### src/rtl/posit_decode_pipe_pkg.sv
// rtl/posit_decode_pipe_pkg.sv - posit format constants and decoded-tuple type
package posit_pkg;

  localparam int POSIT_N  = 32;
  localparam int POSIT_ES = 2;
  localparam int POSIT_RS = $clog2(POSIT_N);

  localparam logic [POSIT_N-1:0] POSIT_ZERO = '0;
  localparam logic [POSIT_N-1:0] POSIT_NAR  = {1'b1, {(POSIT_N-1){1'b0}}};

  typedef struct packed {
    logic                           sign;
    logic signed [POSIT_RS:0]       r;
    logic [POSIT_ES-1:0]            e;
    logic signed [POSIT_ES+POSIT_RS:0] le;
    logic [POSIT_N-1:0]             mant;
    logic                           zero;
    logic                           inf;
  } posit_dec_t;

endpackage

### src/rtl/posit_decode_pipe_if.sv
// rtl/posit_decode_pipe_if.sv - input word and decoded-field handshake bundle
interface posit_decode_if
  import posit_pkg::*;
#(
  parameter int N  = POSIT_N,
  parameter int ES = POSIT_ES,
  parameter int RS = $clog2(N)
);

  logic                 in_valid;
  logic                 in_ready;
  logic [N-1:0]         in_posit;
  logic                 out_valid;
  logic                 out_ready;
  logic                 out_sign;
  logic signed [RS:0]   out_R;
  logic [ES-1:0]        out_E;
  logic signed [ES+RS:0] out_LE;
  logic [N-1:0]         out_mant;
  logic                 out_zero;
  logic                 out_inf;

  modport master (
    output in_valid, in_posit, out_ready,
    input  in_ready, out_valid, out_sign, out_R, out_E, out_LE,
           out_mant, out_zero, out_inf
  );

  modport slave (
    input  in_valid, in_posit, out_ready,
    output in_ready, out_valid, out_sign, out_R, out_E, out_LE,
           out_mant, out_zero, out_inf
  );

endinterface

### src/rtl/posit_decode_pipe_lzd.sv
// rtl/posit_decode_pipe_lzd.sv - counts the leading run of rc-valued bits
module posit_lzd
  import posit_pkg::*;
#(
  parameter int N  = POSIT_N,
  parameter int RS = $clog2(N)
) (
  input  logic [N-2:0]  bits,
  input  logic          rc,
  output logic [RS-1:0] k
);

  logic run;

  always_comb begin
    k   = '0;
    run = 1'b1;
    for (int i = N - 2; i >= 0; i--) begin
      if (run && (bits[i] == rc)) begin
        k = k + RS'(1);
      end else begin
        run = 1'b0;
      end
    end
  end

endmodule

### src/rtl/posit_decode_pipe.sv
// rtl/posit_decode_pipe.sv - two-stage posit unpacker: S1 sign/abs/flags, S2 regime/exp/mantissa
module posit_decode_pipe
  import posit_pkg::*;
#(
  parameter int N  = POSIT_N,
  parameter int ES = POSIT_ES,
  parameter int RS = $clog2(N)
) (
  input logic            clk,
  input logic            rst,
  posit_decode_if.slave  bus
);

  logic                s1_adv, s2_adv, in_accept;

  logic                s1_valid_q, s1_valid_d;
  logic                s1_sign_q, s1_sign_d;
  logic [N-2:0]        s1_abs_q, s1_abs_d;
  logic                s1_zero_q, s1_zero_d;
  logic                s1_inf_q, s1_inf_d;

  logic                s2_valid_q, s2_valid_d;
  logic                s2_sign_q, s2_sign_d;
  logic [RS:0]         s2_r_q, s2_r_d;
  logic [ES-1:0]       s2_e_q, s2_e_d;
  logic [ES+RS:0]      s2_le_q, s2_le_d;
  logic [N-1:0]        s2_mant_q, s2_mant_d;
  logic                s2_zero_q, s2_zero_d;
  logic                s2_inf_q, s2_inf_d;

  logic                rc;
  logic [RS-1:0]       k;
  logic [RS:0]         kx, shamt, dec_r;
  logic [N-2:0]        shifted;
  logic [ES-1:0]       dec_e;
  logic [N-2-ES:0]     dec_frac;

  assign s2_adv    = !s2_valid_q || bus.out_ready;
  assign s1_adv    = !s1_valid_q || s2_adv;
  assign in_accept = bus.in_valid && s1_adv;

  // Low N-1 bits of the two's complement are all S2 needs; the top bit of |p| is never set except for NaR.
  always_comb begin
    s1_valid_d = s1_valid_q;
    s1_sign_d  = s1_sign_q;
    s1_abs_d   = s1_abs_q;
    s1_zero_d  = s1_zero_q;
    s1_inf_d   = s1_inf_q;
    if (s1_adv) begin
      s1_valid_d = bus.in_valid;
    end
    if (in_accept) begin
      s1_sign_d = bus.in_posit[N-1];
      s1_abs_d  = (bus.in_posit[N-2:0] ^ {(N-1){bus.in_posit[N-1]}})
                + {{(N-2){1'b0}}, bus.in_posit[N-1]};
      s1_zero_d = (bus.in_posit == '0);
      s1_inf_d  = (bus.in_posit == {1'b1, {(N-1){1'b0}}});
    end
  end

  assign rc = s1_abs_q[N-2];

  posit_lzd #(.N(N), .RS(RS)) u_lzd (
    .bits (s1_abs_q),
    .rc   (rc),
    .k    (k)
  );

  // Shift past the run and its terminator; a shift of N clears everything when no terminator exists.
  always_comb begin
    kx       = {1'b0, k};
    shamt    = kx + (RS+1)'(1);
    shifted  = s1_abs_q << shamt;
    dec_r    = rc ? (kx - (RS+1)'(1)) : ((~kx) + (RS+1)'(1));
    dec_e    = shifted[N-2 -: ES];
    dec_frac = shifted[N-2-ES:0];
  end

  always_comb begin
    s2_valid_d = s2_valid_q;
    s2_sign_d  = s2_sign_q;
    s2_r_d     = s2_r_q;
    s2_e_d     = s2_e_q;
    s2_le_d    = s2_le_q;
    s2_mant_d  = s2_mant_q;
    s2_zero_d  = s2_zero_q;
    s2_inf_d   = s2_inf_q;
    if (s2_adv) begin
      s2_valid_d = s1_valid_q;
    end
    if (s2_adv && s1_valid_q) begin
      s2_sign_d = s1_sign_q;
      s2_zero_d = s1_zero_q;
      s2_inf_d  = s1_inf_q;
      if (s1_zero_q || s1_inf_q) begin
        s2_r_d    = '0;
        s2_e_d    = '0;
        s2_le_d   = '0;
        s2_mant_d = '0;
      end else begin
        s2_r_d    = dec_r;
        s2_e_d    = dec_e;
        s2_le_d   = {dec_r, dec_e};
        s2_mant_d = {1'b1, dec_frac, {ES{1'b0}}};
      end
    end
  end

  always_ff @(posedge clk or posedge rst) begin
    if (rst) begin
      s1_valid_q <= 1'b0;
      s1_sign_q  <= 1'b0;
      s1_abs_q   <= '0;
      s1_zero_q  <= 1'b0;
      s1_inf_q   <= 1'b0;
      s2_valid_q <= 1'b0;
      s2_sign_q  <= 1'b0;
      s2_r_q     <= '0;
      s2_e_q     <= '0;
      s2_le_q    <= '0;
      s2_mant_q  <= '0;
      s2_zero_q  <= 1'b0;
      s2_inf_q   <= 1'b0;
    end else begin
      s1_valid_q <= s1_valid_d;
      s1_sign_q  <= s1_sign_d;
      s1_abs_q   <= s1_abs_d;
      s1_zero_q  <= s1_zero_d;
      s1_inf_q   <= s1_inf_d;
      s2_valid_q <= s2_valid_d;
      s2_sign_q  <= s2_sign_d;
      s2_r_q     <= s2_r_d;
      s2_e_q     <= s2_e_d;
      s2_le_q    <= s2_le_d;
      s2_mant_q  <= s2_mant_d;
      s2_zero_q  <= s2_zero_d;
      s2_inf_q   <= s2_inf_d;
    end
  end

  assign bus.in_ready  = s1_adv;
  assign bus.out_valid = s2_valid_q;
  assign bus.out_sign  = s2_sign_q;
  assign bus.out_R     = s2_r_q;
  assign bus.out_E     = s2_e_q;
  assign bus.out_LE    = s2_le_q;
  assign bus.out_mant  = s2_mant_q;
  assign bus.out_zero  = s2_zero_q;
  assign bus.out_inf   = s2_inf_q;

endmodule

### src/flat_wrapper.sv
// flat-port wrapper written by rule: the top's interface ports become plain ports
module posit_decode_pipe_flat import posit_pkg::*;
#(
  parameter int N  = POSIT_N,
  parameter int ES = POSIT_ES,
  parameter int RS = $clog2(N)
)
  (clk, rst, bus_in_valid, bus_in_posit, bus_out_ready, bus_in_ready, bus_out_valid, bus_out_sign, bus_out_R, bus_out_E, bus_out_LE, bus_out_mant, bus_out_zero, bus_out_inf);
  posit_decode_if #(.N(N), .ES(ES), .RS(RS)) bus_i ();
  input logic clk;
  input logic rst;
  input wire logic [$bits(bus_i.in_valid)-1:0] bus_in_valid;
  input wire logic [$bits(bus_i.in_posit)-1:0] bus_in_posit;
  input wire logic [$bits(bus_i.out_ready)-1:0] bus_out_ready;
  output wire logic [$bits(bus_i.in_ready)-1:0] bus_in_ready;
  output wire logic [$bits(bus_i.out_valid)-1:0] bus_out_valid;
  output wire logic [$bits(bus_i.out_sign)-1:0] bus_out_sign;
  output wire logic [$bits(bus_i.out_R)-1:0] bus_out_R;
  output wire logic [$bits(bus_i.out_E)-1:0] bus_out_E;
  output wire logic [$bits(bus_i.out_LE)-1:0] bus_out_LE;
  output wire logic [$bits(bus_i.out_mant)-1:0] bus_out_mant;
  output wire logic [$bits(bus_i.out_zero)-1:0] bus_out_zero;
  output wire logic [$bits(bus_i.out_inf)-1:0] bus_out_inf;
  assign bus_i.in_valid = bus_in_valid;
  assign bus_i.in_posit = bus_in_posit;
  assign bus_i.out_ready = bus_out_ready;
  assign bus_in_ready = bus_i.in_ready;
  assign bus_out_valid = bus_i.out_valid;
  assign bus_out_sign = bus_i.out_sign;
  assign bus_out_R = bus_i.out_R;
  assign bus_out_E = bus_i.out_E;
  assign bus_out_LE = bus_i.out_LE;
  assign bus_out_mant = bus_i.out_mant;
  assign bus_out_zero = bus_i.out_zero;
  assign bus_out_inf = bus_i.out_inf;
  posit_decode_pipe #(.N(N), .ES(ES), .RS(RS)) u_core (.clk(clk), .rst(rst), .bus(bus_i));
endmodule
### config.mk
export PLATFORM = sky130hd
export DESIGN_NAME = posit_decode_pipe_flat
export DESIGN_NICKNAME = d
export VERILOG_FILES = /design/src/rtl/posit_decode_pipe_pkg.sv /design/src/rtl/posit_decode_pipe_if.sv /design/src/rtl/posit_decode_pipe_lzd.sv /design/src/rtl/posit_decode_pipe.sv /design/src/flat_wrapper.sv
export SDC_FILE = /design/constraint.sdc
export NUM_CORES = 1
export LEC_CHECK = 0
export BUFFER_PORTS_ARGS = -buffer_cell sky130_fd_sc_hd__buf_2
export CORE_MARGIN = 2
export CORE_UTILIZATION = 40
export DETAILED_ROUTE_END_ITERATION = 7
export SYNTH_ARGS = -nofsm -noshare
export SYNTH_HDL_FRONTEND = slang
export SYNTH_HIERARCHICAL = 1
export SYNTH_SLANG_ARGS = --single-unit
### constraint.sdc
create_clock -name clk -period 21.8 [get_ports clk]
set_clock_uncertainty 0.15 [all_clocks]
set_input_delay 4.36 -clock clk [delete_from_list [all_inputs] [get_ports clk]]
set_output_delay 4.36 -clock clk [all_outputs]
set_load 0.03 [all_outputs]
==> impl_metrics.xml, run 1 <==
<?xml version="1.0" encoding="UTF-8"?>
<metrics>
  <group name="outcome">
    <metric name="run_status" unit="">complete, no violations</metric>
  </group>
  <group name="cts">
    <metric name="tritoncts.num_buffers" unit="">9</metric>
    <metric name="cts_max_level" unit="">3</metric>
    <metric name="clkLatencyLatePin" unit="ns">0.35</metric>
    <metric name="clock_sink_count" unit="">77</metric>
    <metric name="clock_tree.root_cell" unit="">clkbuf_16</metric>
    <metric name="clock_tree_from_tritoncts" unit="">yes</metric>
    <metric name="clk_path_buf_depth" unit="">2</metric>
    <metric name="cts-resized-gates" unit="">0</metric>
    <metric name="clk_transition_reported_paths" unit="ns">0.07</metric>
    <metric name="post_cts.repair.setup_buffers" unit="">0</metric>
    <metric name="holdBufCountCts" unit="">0</metric>
  </group>
  <group name="sta">
    <metric name="maxSlewViolCount" unit="">0</metric>
    <metric name="timing_hold_violations_final" unit="">0</metric>
    <metric name="max-slew-margin-rel" unit="%">15.5</metric>
    <metric name="setup_violations" unit="">0</metric>
    <metric name="shortest_clock_period_the_worst_path_allows_after_layout" unit="ns">16.81</metric>
    <metric name="period_share" unit="%">77.1</metric>
    <metric name="finalHoldWorstSlack" unit="ns">0.319</metric>
    <metric name="timing_worst_slew_pin_value" unit="ns">1.27</metric>
    <metric name="achievable-frequency" unit="GHz">0.0595</metric>
    <metric name="fin_tns_setup" unit="ns">0</metric>
    <metric name="grt_setup_unrepaired" unit="">no</metric>
  </group>
  <group name="grt">
    <metric name="antenna_found_initial" unit="">0</metric>
    <metric name="grt_first_pass_wirelength" unit="um">48700</metric>
    <metric name="groute.usage.overall" unit="%">20.9</metric>
    <metric name="number_of_global_route_vias_before_repair" unit="">9196</metric>
    <metric name="gr-usage-met3" unit="%">1.93</metric>
    <metric name="globalRoute.busiestLayer" unit="">met2</metric>
    <metric name="globalRoute.totalOverflow" unit="">0</metric>
    <metric name="use_met2" unit="%">34.6</metric>
    <metric name="use_met1" unit="%">29.9</metric>
    <metric name="pin_count_of_the_biggest_net_entering_global_routing" unit="">96</metric>
  </group>
  <group name="final_layout">
    <metric name="most_frequent_standard_cell_in_the_layout_excluding_fill_and_tap_cells" unit="">nand2_1</metric>
    <metric name="syn2layout_area_growth" unit="%">7.81</metric>
    <metric name="n_fill_cell" unit="">2581</metric>
    <metric name="final_cell_area" unit="mm2">0.0113</metric>
    <metric name="antenna-diode-count" unit="">0</metric>
    <metric name="top_library_cells_by_usage_in_the_layout_fill_and_taps_aside" unit="">179 x nand2_1, 99 x nor2_1, 86 x buf_2, 76 x dfrtp_1, 75 x o21ai_0</metric>
    <metric name="share_of_final_layout_standard_cells_stronger_than_drive_strength_1" unit="%">16.3</metric>
    <metric name="layout.nets" unit="">1409</metric>
    <metric name="final_util" unit="%">43.6</metric>
  </group>
  <group name="yosys">
    <metric name="synth_simple_gate_area_share" unit="%">26.7</metric>
    <metric name="synth.ff_latch_count" unit="">77</metric>
    <metric name="synthesis.instances" unit="">1322</metric>
    <metric name="synth_warnings" unit="">6</metric>
    <metric name="mappedNetlistArea" unit="mm2">0.0105</metric>
    <metric name="synth_sequential_area_ratio" unit="%">18.4</metric>
    <metric name="synth_top_family_by_area" unit="">simple AND/OR/NAND/NOR gates</metric>
    <metric name="synth_xor_area_share" unit="%">11.2</metric>
    <metric name="synth-main-ff-cell" unit="">dfrtp_1</metric>
    <metric name="synth_area_in_compound_gates" unit="%">21.4</metric>
    <metric name="post-synth-top-area-fraction" unit="%">18.4</metric>
    <metric name="synth_top_area_cell" unit="">dfrtp_1</metric>
    <metric name="post_synth_edffs" unit="">0</metric>
    <metric name="post_synth.cell_area_avg" unit="um2">7.92</metric>
    <metric name="synth_top_cells_by_area" unit="">dfrtp_1 18%, nand2_1 6.4%, mux4_2 6.0%, xnor2_1 5.6%, ha_1 4.1%</metric>
    <metric name="synthArstFlopShare" unit="%">100</metric>
    <metric name="synth.lib_cells_used.distinct" unit="">102</metric>
    <metric name="synth-adder-area-share" unit="%">4.64</metric>
    <metric name="synth.area.mux_share" unit="%">11.8</metric>
  </group>
  <group name="pwr">
    <metric name="p_leak" unit="uW">0.00457</metric>
    <metric name="power_density_of_the_placed_cells" unit="mW/mm2">96.8</metric>
    <metric name="total_power" unit="uW">1090</metric>
    <metric name="peak_supply_drop" unit="V">0.0000522</metric>
  </group>
  <group name="placement">
    <metric name="postPlaceCellArea" unit="mm2">0.0110</metric>
    <metric name="gpl.final_weighted_congestion" unit="">0.901</metric>
    <metric name="place.port_buffers" unit="">86</metric>
    <metric name="hpwl" unit="um">22400</metric>
  </group>
  <group name="detailed_routing">
    <metric name="drt_iter0_drc" unit="">658</metric>
    <metric name="final_routed_wirelength_across_all_metal_layers" unit="um">29400</metric>
    <metric name="drt_drc_violations_left" unit="">0</metric>
    <metric name="routedWlPerCell" unit="um">17.5</metric>
    <metric name="vias_per_cell" unit="">5.96</metric>
    <metric name="drt_pass1_iterations" unit="">5</metric>
    <metric name="ant_nets" unit="">0</metric>
    <metric name="via_count" unit="">10000</metric>
  </group>
  <group name="flow_run">
    <metric name="drv.max_cap_violation_count" unit="">0</metric>
  </group>
  <group name="floorplan">
    <metric name="die_width" unit="um">166</metric>
    <metric name="die_h" unit="um">166</metric>
    <metric name="floorplan.initialDensity" unit="%">40.4</metric>
    <metric name="number_of_rows_created_at_floorplan" unit="">59</metric>
    <metric name="floorplan.core_area" unit="mm2">0.0259</metric>
    <metric name="dieArea" unit="mm2">0.0275</metric>
    <metric name="io_pins" unit="">89</metric>
  </group>
  <group name="setup_path">
    <metric name="cp_common_cell" unit="">ha_1</metric>
    <metric name="max_stage_delay" unit="ns">1.05</metric>
    <metric name="end_kind" unit="">register</metric>
    <metric name="cp_slowest_cell" unit="">xor2_2</metric>
    <metric name="critical_path_peak_fanout" unit="">95</metric>
    <metric name="startpoint_type" unit="">register</metric>
    <metric name="crit_arrival" unit="ns">16.88</metric>
    <metric name="cp_data_required_time" unit="ns">21.87</metric>
    <metric name="critPathKind" unit="">reg2reg</metric>
  </group>
  <group name="min_path">
    <metric name="min_path_type" unit="">reg2reg</metric>
  </group>
</metrics>
==> report_power, final <==
group,internal [uW],switching (uW),leakage (uW)
combinational,280,411,0.00346
clock,91.8,68.5,0.000152
sequential,185,56.5,0.000950
total,556,536,0.00457
==> metrics by stage <==
step                cells  setup WS (ns)
global placement     1663           5.79
detailed placement   1663           5.20
global route         1679           3.51
finish               1679           4.99
floorplan            1323           6.90
CTS                  1679           5.10
==> layout make-up <==
type	instances	area, um2	area share (%)
Multi-Input combinational cell	1117	7960	70.6
Inverter	36	136	1.21
Timing Repair Buffer	98	520	4.61
Sequential cell	77	1930	17.1
Tap cell	335	419	3.71
Clock buffer	9	225	2.00
Clock inverter	7	88.8	0.787
==> sequential cells by signal, indices dropped and copies added, names as in the netlist <==
register / flops
u_core/bus.out_E: 1
u_core/bus.out_LE: 1
u_core/bus.out_R: 6
u_core/bus.out_inf: 1
u_core/bus.out_mant: 30
u_core/bus.out_sign: 1
u_core/bus.out_valid: 1
u_core/bus.out_zero: 1
u_core/s1_abs_q: 31
u_core/s1_inf_q: 1
u_core/s1_sign_q: 1
u_core/s1_valid_q: 1
u_core/s1_zero_q: 1
==> cells by family after synthesis <==
| family | after synthesis |
|---|---|
| DFF | 77 |
| buffers and inverters | 129 |
| adders and majority gates | 40 |
| other | 1 |
| xor gates and xnor gates | 116 |
| muxes | 85 |
| and+or+nand+nor | 554 |
| AOI/OAI and AO/OA | 320 |
==> routing by layer <==
layer	wire length, um	vias to the layer above
li1	-	4915
met1	13900	4788
met2	13900	285
met3	1260	24
met4	349	0
met5	0	-
==> final timing paths <==
path                                                      from                                   to  slack (ns)  cells after the start
max in group asynchronous                                  rst      u_core/s1_abs_q[30]$_DFFE_PP0P_       16.61                      3
min in group asynchronous                                  rst      u_core/bus.out_R[5]$_DFFE_PP0P_        4.17                      3
setup / recovery               u_core/s1_abs_q[30]$_DFFE_PP0P_  u_core/bus.out_mant[29]$_DFFE_PP0P_        4.99                     71
setup reg to reg               u_core/s1_abs_q[30]$_DFFE_PP0P_  u_core/bus.out_mant[29]$_DFFE_PP0P_        4.99                     71
hold reg to reg            u_core/bus.out_mant[31]$_DFFE_PP0P_  u_core/bus.out_mant[31]$_DFFE_PP0P_        0.32                      2
hold / removal             u_core/bus.out_mant[31]$_DFFE_PP0P_  u_core/bus.out_mant[31]$_DFFE_PP0P_        0.32                      2
==> critical path, delay by kind of cell (launching register included) <==
| family | cells | cell delay, ns |
|---|---|---|
| buffers and inverters | 1 | 0.73 |
| and+or+nand+nor | 21 | 3.20 |
| muxes | 5 | 1.03 |
| adders and majority gates | 15 | 4.63 |
| DFF | 1 | 0.42 |
| xor gates and xnor gates | 3 | 1.91 |
| AOI/OAI and AO/OA | 26 | 4.61 |
==> cell usage after synthesis, types with 34 or more instances <==
library cell	n
nand2_1	179
nor2_1	99
dfrtp_1	77
o21ai_0	76
xnor2_1	67
a21oi_1	59
nand3_1	59
clkbuf_1	47
nor3_1	39
xor2_1	36
inv_1	35
ha_1	34
(Power assumes the default switching activity.)
==> run 2: changes to the inputs <==
Clock period 21.8 ns to 16.63 ns, I/O delays scaled along.
==> impl_metrics.xml, run 2 (synthesis gave the netlist of run 1 again) <==
<?xml version="1.0" encoding="UTF-8"?>
<metrics>
  <group name="grt">
    <metric name="pin_count_of_the_biggest_net_entering_global_routing" unit="">78</metric>
    <metric name="groute.usage.overall" unit="%">21.2</metric>
    <metric name="grt_first_pass_wirelength" unit="um">49300</metric>
    <metric name="antenna_found_initial" unit="">1</metric>
    <metric name="number_of_global_route_vias_before_repair" unit="">9451</metric>
    <metric name="globalRoute.totalOverflow" unit="">0</metric>
  </group>
  <group name="setup_path">
    <metric name="startpoint_type" unit="">register</metric>
    <metric name="crit_arrival" unit="ns">15.52</metric>
    <metric name="cp_slowest_cell" unit="">dfrtp_4</metric>
    <metric name="max_stage_delay" unit="ns">0.62</metric>
    <metric name="critical_path_peak_fanout" unit="">33</metric>
    <metric name="end_kind" unit="">register</metric>
    <metric name="critPathKind" unit="">reg2reg</metric>
    <metric name="rr_endpoint" unit="">u_core/bus.out_mant[20]$_DFFE_PP0P_</metric>
    <metric name="startpoint_of_the_most_critical_register_to_register_path" unit="">u_core/s1_abs_q[30]$_DFFE_PP0P_</metric>
    <metric name="worst-r2r-cell-count" unit="">73</metric>
    <metric name="cp_common_cell" unit="">ha_1</metric>
    <metric name="r2r_slack" unit="ns">1.19</metric>
    <metric name="cp_data_required_time" unit="ns">16.72</metric>
  </group>
  <group name="pwr">
    <metric name="netSwitchingFraction" unit="%">49.2</metric>
    <metric name="power.internal" unit="uW">742</metric>
    <metric name="p_leak" unit="uW">0.00468</metric>
    <metric name="clock_power_share" unit="%">13.8</metric>
    <metric name="total_switching_power" unit="uW">719</metric>
    <metric name="total_power" unit="uW">1460</metric>
    <metric name="pwr-share-comb" unit="%">64.3</metric>
    <metric name="seq_power_share" unit="%">22.0</metric>
    <metric name="power_density_of_the_placed_cells" unit="mW/mm2">126</metric>
    <metric name="peak_supply_drop" unit="V">0.0000800</metric>
  </group>
  <group name="placement">
    <metric name="place.port_buffers" unit="">86</metric>
    <metric name="postPlaceCellArea" unit="mm2">0.0110</metric>
    <metric name="hpwl" unit="um">22400</metric>
    <metric name="gpl.final_weighted_congestion" unit="">0.871</metric>
  </group>
  <group name="final_layout">
    <metric name="registers.top_by_ff_count" unit="">u_core/s1_abs_q</metric>
    <metric name="share_of_final_layout_standard_cells_stronger_than_drive_strength_1" unit="%">18.8</metric>
    <metric name="n_fill_cell" unit="">2568</metric>
    <metric name="number_of_flip_flops_in_the_largest_register" unit="">31</metric>
    <metric name="most_frequent_standard_cell_in_the_layout_excluding_fill_and_tap_cells" unit="">nand2_1</metric>
    <metric name="layout.nets" unit="">1428</metric>
    <metric name="syn2layout_area_growth" unit="%">10.4</metric>
    <metric name="final_cell_area" unit="mm2">0.0116</metric>
    <metric name="top_library_cells_by_usage_in_the_layout_fill_and_taps_aside" unit="">179 x nand2_1, 98 x nor2_1, 86 x buf_2, 76 x dfrtp_1, 74 x o21ai_0</metric>
  </group>
  <group name="min_path">
    <metric name="worst_hold_path.num_cells" unit="">2</metric>
    <metric name="hold_path.startpoint" unit="">u_core/bus.out_mant[17]$_DFFE_PP0P_</metric>
    <metric name="min_path_type" unit="">reg2reg</metric>
    <metric name="worstHoldEndpoint" unit="">u_core/bus.out_mant[17]$_DFFE_PP0P_</metric>
  </group>
  <group name="floorplan">
    <metric name="io_pins" unit="">89</metric>
    <metric name="floorplan.initialDensity" unit="%">40.4</metric>
    <metric name="die_width" unit="um">166</metric>
    <metric name="dieArea" unit="mm2">0.0275</metric>
    <metric name="floorplan.core_area" unit="mm2">0.0259</metric>
    <metric name="die_h" unit="um">166</metric>
    <metric name="number_of_rows_created_at_floorplan" unit="">59</metric>
  </group>
  <group name="cts">
    <metric name="clock_tree.root_cell" unit="">clkbuf_16</metric>
    <metric name="clk_transition_reported_paths" unit="ns">0.07</metric>
    <metric name="cts_max_level" unit="">3</metric>
    <metric name="clkLatencyLatePin" unit="ns">0.36</metric>
    <metric name="tritoncts.num_buffers" unit="">9</metric>
    <metric name="clock_sink_count" unit="">77</metric>
    <metric name="holdBufCountCts" unit="">0</metric>
    <metric name="clock_tree_from_tritoncts" unit="">yes</metric>
    <metric name="clk_path_buf_depth" unit="">2</metric>
  </group>
  <group name="detailed_routing">
    <metric name="vias_per_cell" unit="">6.00</metric>
    <metric name="via_count" unit="">10200</metric>
    <metric name="routedWlPerCell" unit="um">17.6</metric>
    <metric name="drt_iter0_drc" unit="">698</metric>
    <metric name="ant_nets" unit="">0</metric>
    <metric name="drt_drc_violations_left" unit="">0</metric>
    <metric name="final_routed_wirelength_across_all_metal_layers" unit="um">29900</metric>
    <metric name="drt_pass1_iterations" unit="">5</metric>
  </group>
  <group name="sta">
    <metric name="setup_violations" unit="">0</metric>
    <metric name="shortest_clock_period_the_worst_path_allows_after_layout" unit="ns">15.44</metric>
    <metric name="timing_worst_slew_pin_value" unit="ns">1.02</metric>
    <metric name="max-slew-margin-rel" unit="%">32.3</metric>
    <metric name="timing_hold_violations_final" unit="">0</metric>
    <metric name="achievable-frequency" unit="GHz">0.0648</metric>
    <metric name="maxSlewViolCount" unit="">0</metric>
    <metric name="period_share" unit="%">92.8</metric>
  </group>
  <group name="flow_run">
    <metric name="drv.max_cap_violation_count" unit="">0</metric>
  </group>
  <group name="outcome">
    <metric name="run_status" unit="">complete, no violations</metric>
  </group>
</metrics>
[run 2: layout make-up]
cell class / count / area (um2) / share of cell area (%)
clock buffers: 9 / 225 / 1.95
well taps: 335 / 419 / 3.63
inverters: 36 / 136 / 1.18
clock inverters: 7 / 75.1 / 0.650
diodes: 1 / 2.50 / 0.0217
flip-flops and latches: 77 / 1930 / 16.7
repair buffers: 117 / 676 / 5.85
multi-input cells: 1117 / 8090 / 70.0
[run 2: repair_timing]
| action | CTS | global route |
|---|---|---|
| endpoints found under the hold margin | 0 | 0 |
| buffers inserted | 0 | 16 |
| gates resized for setup | 0 | 23 |
| setup endpoints to repair | 0 | 31 |
[run 2: metal layers]
metal | share of wire [%] | vias to the layer above | track usage, %
met5 | 0 | - | 0
met4 | 1.2 | 0 | 4.84
met3 | 5.1 | 37 | 2.91
met2 | 47 | 297 | 34.7
met1 | 47 | 4891 | 29.8
li1 | - | 4962 | -
[run 2: critical path: cells and delay by family (launching register included)]
| family | cells | cell delay [ns] |
|---|---|---|
| adders and majority gates | 15 | 4.65 |
| muxes | 7 | 1.52 |
| and+or+nand+nor | 21 | 3.19 |
| buffers and inverters | 3 | 0.34 |
| DFF | 1 | 0.62 |
| xor gates and xnor gates | 1 | 0.17 |
| AOI/OAI and AO/OA | 26 | 4.69 |
[run 2: stage by stage]
| step | hold slack [ns] | setup slack [ns] | util, % | std cells | TNS [ns] |
|---|---|---|---|---|---|
| 2_1_floorplan | 0.296 | 1.73 | - | 1323 | 0 |
| 3_3_place_gp | 0.312 | 1.20 | 42.4 | 1666 | 0 |
| 3_5_place_dp | 0.324 | 0.703 | 42.4 | 1666 | 0 |
| 4_1_cts | 0.339 | 0.626 | 43.6 | 1682 | 0 |
| 5_1_grt | 0.350 | -0.0351 | 44.6 | 1699 | -0.157 |
| 6_report | 0.336 | 1.19 | 44.6 | 1699 | 0 |
[run 2: worst max path at each step]
stage	endpoint	slack (ns)	startpoint
6_report	u_core/bus.out_mant[20]$_DFFE_PP0P_	1.19	u_core/s1_abs_q[30]$_DFFE_PP0P_
5_1_grt	u_core/bus.out_mant[4]$_DFFE_PP0P_	-0.04	u_core/s1_abs_q[30]$_DFFE_PP0P_
4_1_cts	u_core/bus.out_mant[29]$_DFFE_PP0P_	0.63	u_core/s1_abs_q[30]$_DFFE_PP0P_
3_5_place_dp	u_core/bus.out_mant[29]$_DFFE_PP0P_	0.70	u_core/s1_abs_q[30]$_DFFE_PP0P_
3_3_place_gp	u_core/bus.out_E[0]$_DFFE_PP0P_	1.20	u_core/s1_abs_q[30]$_DFFE_PP0P_
2_1_floorplan	u_core/bus.out_mant[24]$_DFFE_PP0P_	1.73	u_core/s1_abs_q[30]$_DFFE_PP0P_
[run 2: power by group through the flow]
stage | logic (uW) | registers (uW) | clock network (uW)
finish | 939 | 321 | 201
global route | 1030 | 332 | 214
global placement | 890 | 322 | 0
floorplan | 640 | 373 | 0
detailed placement | 894 | 323 | 0
CTS | 899 | 319 | 205
==> run 3: changes to the inputs <==
Settings changed: CORE_ASPECT_RATIO set to 1.5.
==> impl_metrics.xml, run 3 (synthesis gave the netlist of run 1 again) <==
<?xml version="1.0" encoding="UTF-8"?>
<metrics>
  <group name="cts">
    <metric name="clk_transition_reported_paths" unit="ns">0.06</metric>
    <metric name="clock_tree_from_tritoncts" unit="">yes</metric>
    <metric name="clk_path_buf_depth" unit="">2</metric>
    <metric name="cts_max_level" unit="">3</metric>
    <metric name="holdBufCountCts" unit="">0</metric>
    <metric name="clock_sink_count" unit="">77</metric>
    <metric name="clkLatencyLatePin" unit="ns">0.34</metric>
    <metric name="clock_tree.root_cell" unit="">clkbuf_16</metric>
    <metric name="tritoncts.num_buffers" unit="">9</metric>
  </group>
  <group name="setup_path">
    <metric name="max_stage_delay" unit="ns">0.58</metric>
    <metric name="cp_common_cell" unit="">ha_1</metric>
    <metric name="critical_path_peak_fanout" unit="">21</metric>
    <metric name="critPathKind" unit="">reg2reg</metric>
    <metric name="cp_data_required_time" unit="ns">16.76</metric>
    <metric name="end_kind" unit="">register</metric>
    <metric name="startpoint_type" unit="">register</metric>
    <metric name="cp_slowest_cell" unit="">dfrtp_4</metric>
    <metric name="crit_arrival" unit="ns">15.73</metric>
  </group>
  <group name="final_layout">
    <metric name="final_util" unit="%">44.2</metric>
    <metric name="registers.top_by_ff_count" unit="">u_core/s1_abs_q</metric>
    <metric name="n_fill_cell" unit="">2708</metric>
    <metric name="register_area" unit="mm2">0.00193</metric>
    <metric name="syn2layout_area_growth" unit="%">8.79</metric>
    <metric name="number_of_flip_flops_in_the_largest_register" unit="">31</metric>
    <metric name="antenna-diode-count" unit="">0</metric>
    <metric name="layout.nets" unit="">1416</metric>
    <metric name="multiInputGateArea" unit="mm2">0.00802</metric>
    <metric name="final_cell_area" unit="mm2">0.0114</metric>
    <metric name="most_frequent_standard_cell_in_the_layout_excluding_fill_and_tap_cells" unit="">nand2_1</metric>
    <metric name="share_of_final_layout_standard_cells_stronger_than_drive_strength_1" unit="%">17.3</metric>
    <metric name="top_library_cells_by_usage_in_the_layout_fill_and_taps_aside" unit="">179 x nand2_1, 97 x nor2_1, 86 x buf_2, 76 x dfrtp_1, 74 x o21ai_0</metric>
  </group>
  <group name="placement">
    <metric name="postPlaceCellArea" unit="mm2">0.0110</metric>
    <metric name="place.port_buffers" unit="">86</metric>
    <metric name="hpwl" unit="um">24600</metric>
    <metric name="gpl.final_weighted_congestion" unit="">0.928</metric>
  </group>
  <group name="floorplan">
    <metric name="die_width" unit="um">136</metric>
    <metric name="floorplan.core_area" unit="mm2">0.0258</metric>
    <metric name="io_pins" unit="">89</metric>
    <metric name="number_of_rows_created_at_floorplan" unit="">72</metric>
    <metric name="dieArea" unit="mm2">0.0275</metric>
    <metric name="floorplan.initialDensity" unit="%">40.6</metric>
    <metric name="die_h" unit="um">202</metric>
  </group>
  <group name="pwr">
    <metric name="p_leak" unit="uW">0.00460</metric>
    <metric name="power_density_of_the_placed_cells" unit="mW/mm2">127</metric>
    <metric name="total_power" unit="uW">1450</metric>
    <metric name="peak_supply_drop" unit="V">0.0000754</metric>
  </group>
  <group name="sta">
    <metric name="fin_tns_setup" unit="ns">0</metric>
    <metric name="setup_violations" unit="">0</metric>
    <metric name="timing_worst_slew_pin_value" unit="ns">0.995</metric>
    <metric name="achievable-frequency" unit="GHz">0.0641</metric>
    <metric name="grt_setup_unrepaired" unit="">no</metric>
    <metric name="timing_hold_violations_final" unit="">0</metric>
    <metric name="shortest_clock_period_the_worst_path_allows_after_layout" unit="ns">15.60</metric>
    <metric name="max-slew-margin-rel" unit="%">33.7</metric>
    <metric name="maxSlewViolCount" unit="">0</metric>
    <metric name="period_share" unit="%">93.8</metric>
  </group>
  <group name="grt">
    <metric name="number_of_global_route_vias_before_repair" unit="">9524</metric>
    <metric name="groute.usage.overall" unit="%">23.0</metric>
    <metric name="globalRoute.totalOverflow" unit="">0</metric>
    <metric name="antenna_found_initial" unit="">0</metric>
    <metric name="pin_count_of_the_biggest_net_entering_global_routing" unit="">66</metric>
    <metric name="grt_first_pass_wirelength" unit="um">50500</metric>
  </group>
  <group name="flow_run">
    <metric name="drv.max_cap_violation_count" unit="">0</metric>
  </group>
  <group name="detailed_routing">
    <metric name="drt_iter0_drc" unit="">612</metric>
    <metric name="via_count" unit="">10100</metric>
    <metric name="drt_pass1_iterations" unit="">5</metric>
    <metric name="final_routed_wirelength_across_all_metal_layers" unit="um">31900</metric>
    <metric name="ant_nets" unit="">0</metric>
    <metric name="routedWlPerCell" unit="um">19.0</metric>
    <metric name="drt_drc_violations_left" unit="">0</metric>
    <metric name="vias_per_cell" unit="">6.02</metric>
  </group>
  <group name="outcome">
    <metric name="run_status" unit="">complete, no violations</metric>
  </group>
  <group name="min_path">
    <metric name="min_path_type" unit="">reg2reg</metric>
  </group>
</metrics>
run 3: report_power, final:
group	total [uW]	leakage, uW	switching (uW)	internal (uW)
logic	922	0.00350	545	377
registers	326	0.000950	82.8	243
clock network	201	0.000144	77.6	123
run 3: area by class of cell:
class / instances / area share (%)
multi-input cells: 1117 / 70.4
inverters: 36 / 1.20
repair buffers: 105 / 5.13
clock inverters: 3 / 0.407
flip-flops and latches: 77 / 17.0
clock buffers: 11 / 2.22
well taps: 333 / 3.66
run 3: per-stage QoR:
step           hold slack, ns  instances  setup WS (ns)
5_1_grt                 0.363       1682         0.0777
3_3_place_gp            0.310       1666          0.911
3_5_place_dp            0.325       1666          0.488
4_1_cts                 0.339       1680          0.456
2_1_floorplan           0.296       1323           1.73
6_report                0.337       1682           1.03
run 3: path summary, 6_finish.rpt:
path / start / end / slack [ns] / depth (start not counted)
min: u_core/s1_sign_q$_DFFE_PP0P_ / u_core/s1_sign_q$_DFFE_PP0P_ / 0.34 / 2
min reg2reg: u_core/s1_sign_q$_DFFE_PP0P_ / u_core/s1_sign_q$_DFFE_PP0P_ / 0.34 / 2
max reg2reg: u_core/s1_abs_q[30]$_DFFE_PP0P_ / u_core/bus.out_mant[26]$_DFFE_PP0P_ / 1.03 / 73
max: u_core/s1_abs_q[30]$_DFFE_PP0P_ / u_core/bus.out_mant[26]$_DFFE_PP0P_ / 1.03 / 73
min in group asynchronous: rst / u_core/s1_sign_q$_DFFE_PP0P_ / 2.87 / 2
max in group asynchronous: rst / u_core/bus.out_mant[27]$_DFFE_PP0P_ / 12.51 / 3
run 3: repair_timing:
item / 4_1_cts / 5_1_grt
endpoints found under the setup margin: 0 / 31
resized for setup: 0 / 15
buffers inserted: 0 / 2
run 3: critical path, delay by kind of cell (launching register included):
family / cells / cell delay, ns
compound gates: 27 / 5.11
fa+ha+maj: 14 / 4.28
simple gates: 23 / 3.53
mux: 7 / 1.17
xor+xnor: 2 / 0.71
flops: 1 / 0.58
run 3: routing by layer:
layer  vias up  wire length, um  GRT usage, %
met2       281            16500          40.8
met5         -                0             0
met4         0             1200          9.67
met1      4862            13000          28.0
li1       4941                -             -
met3        47             1110          2.16
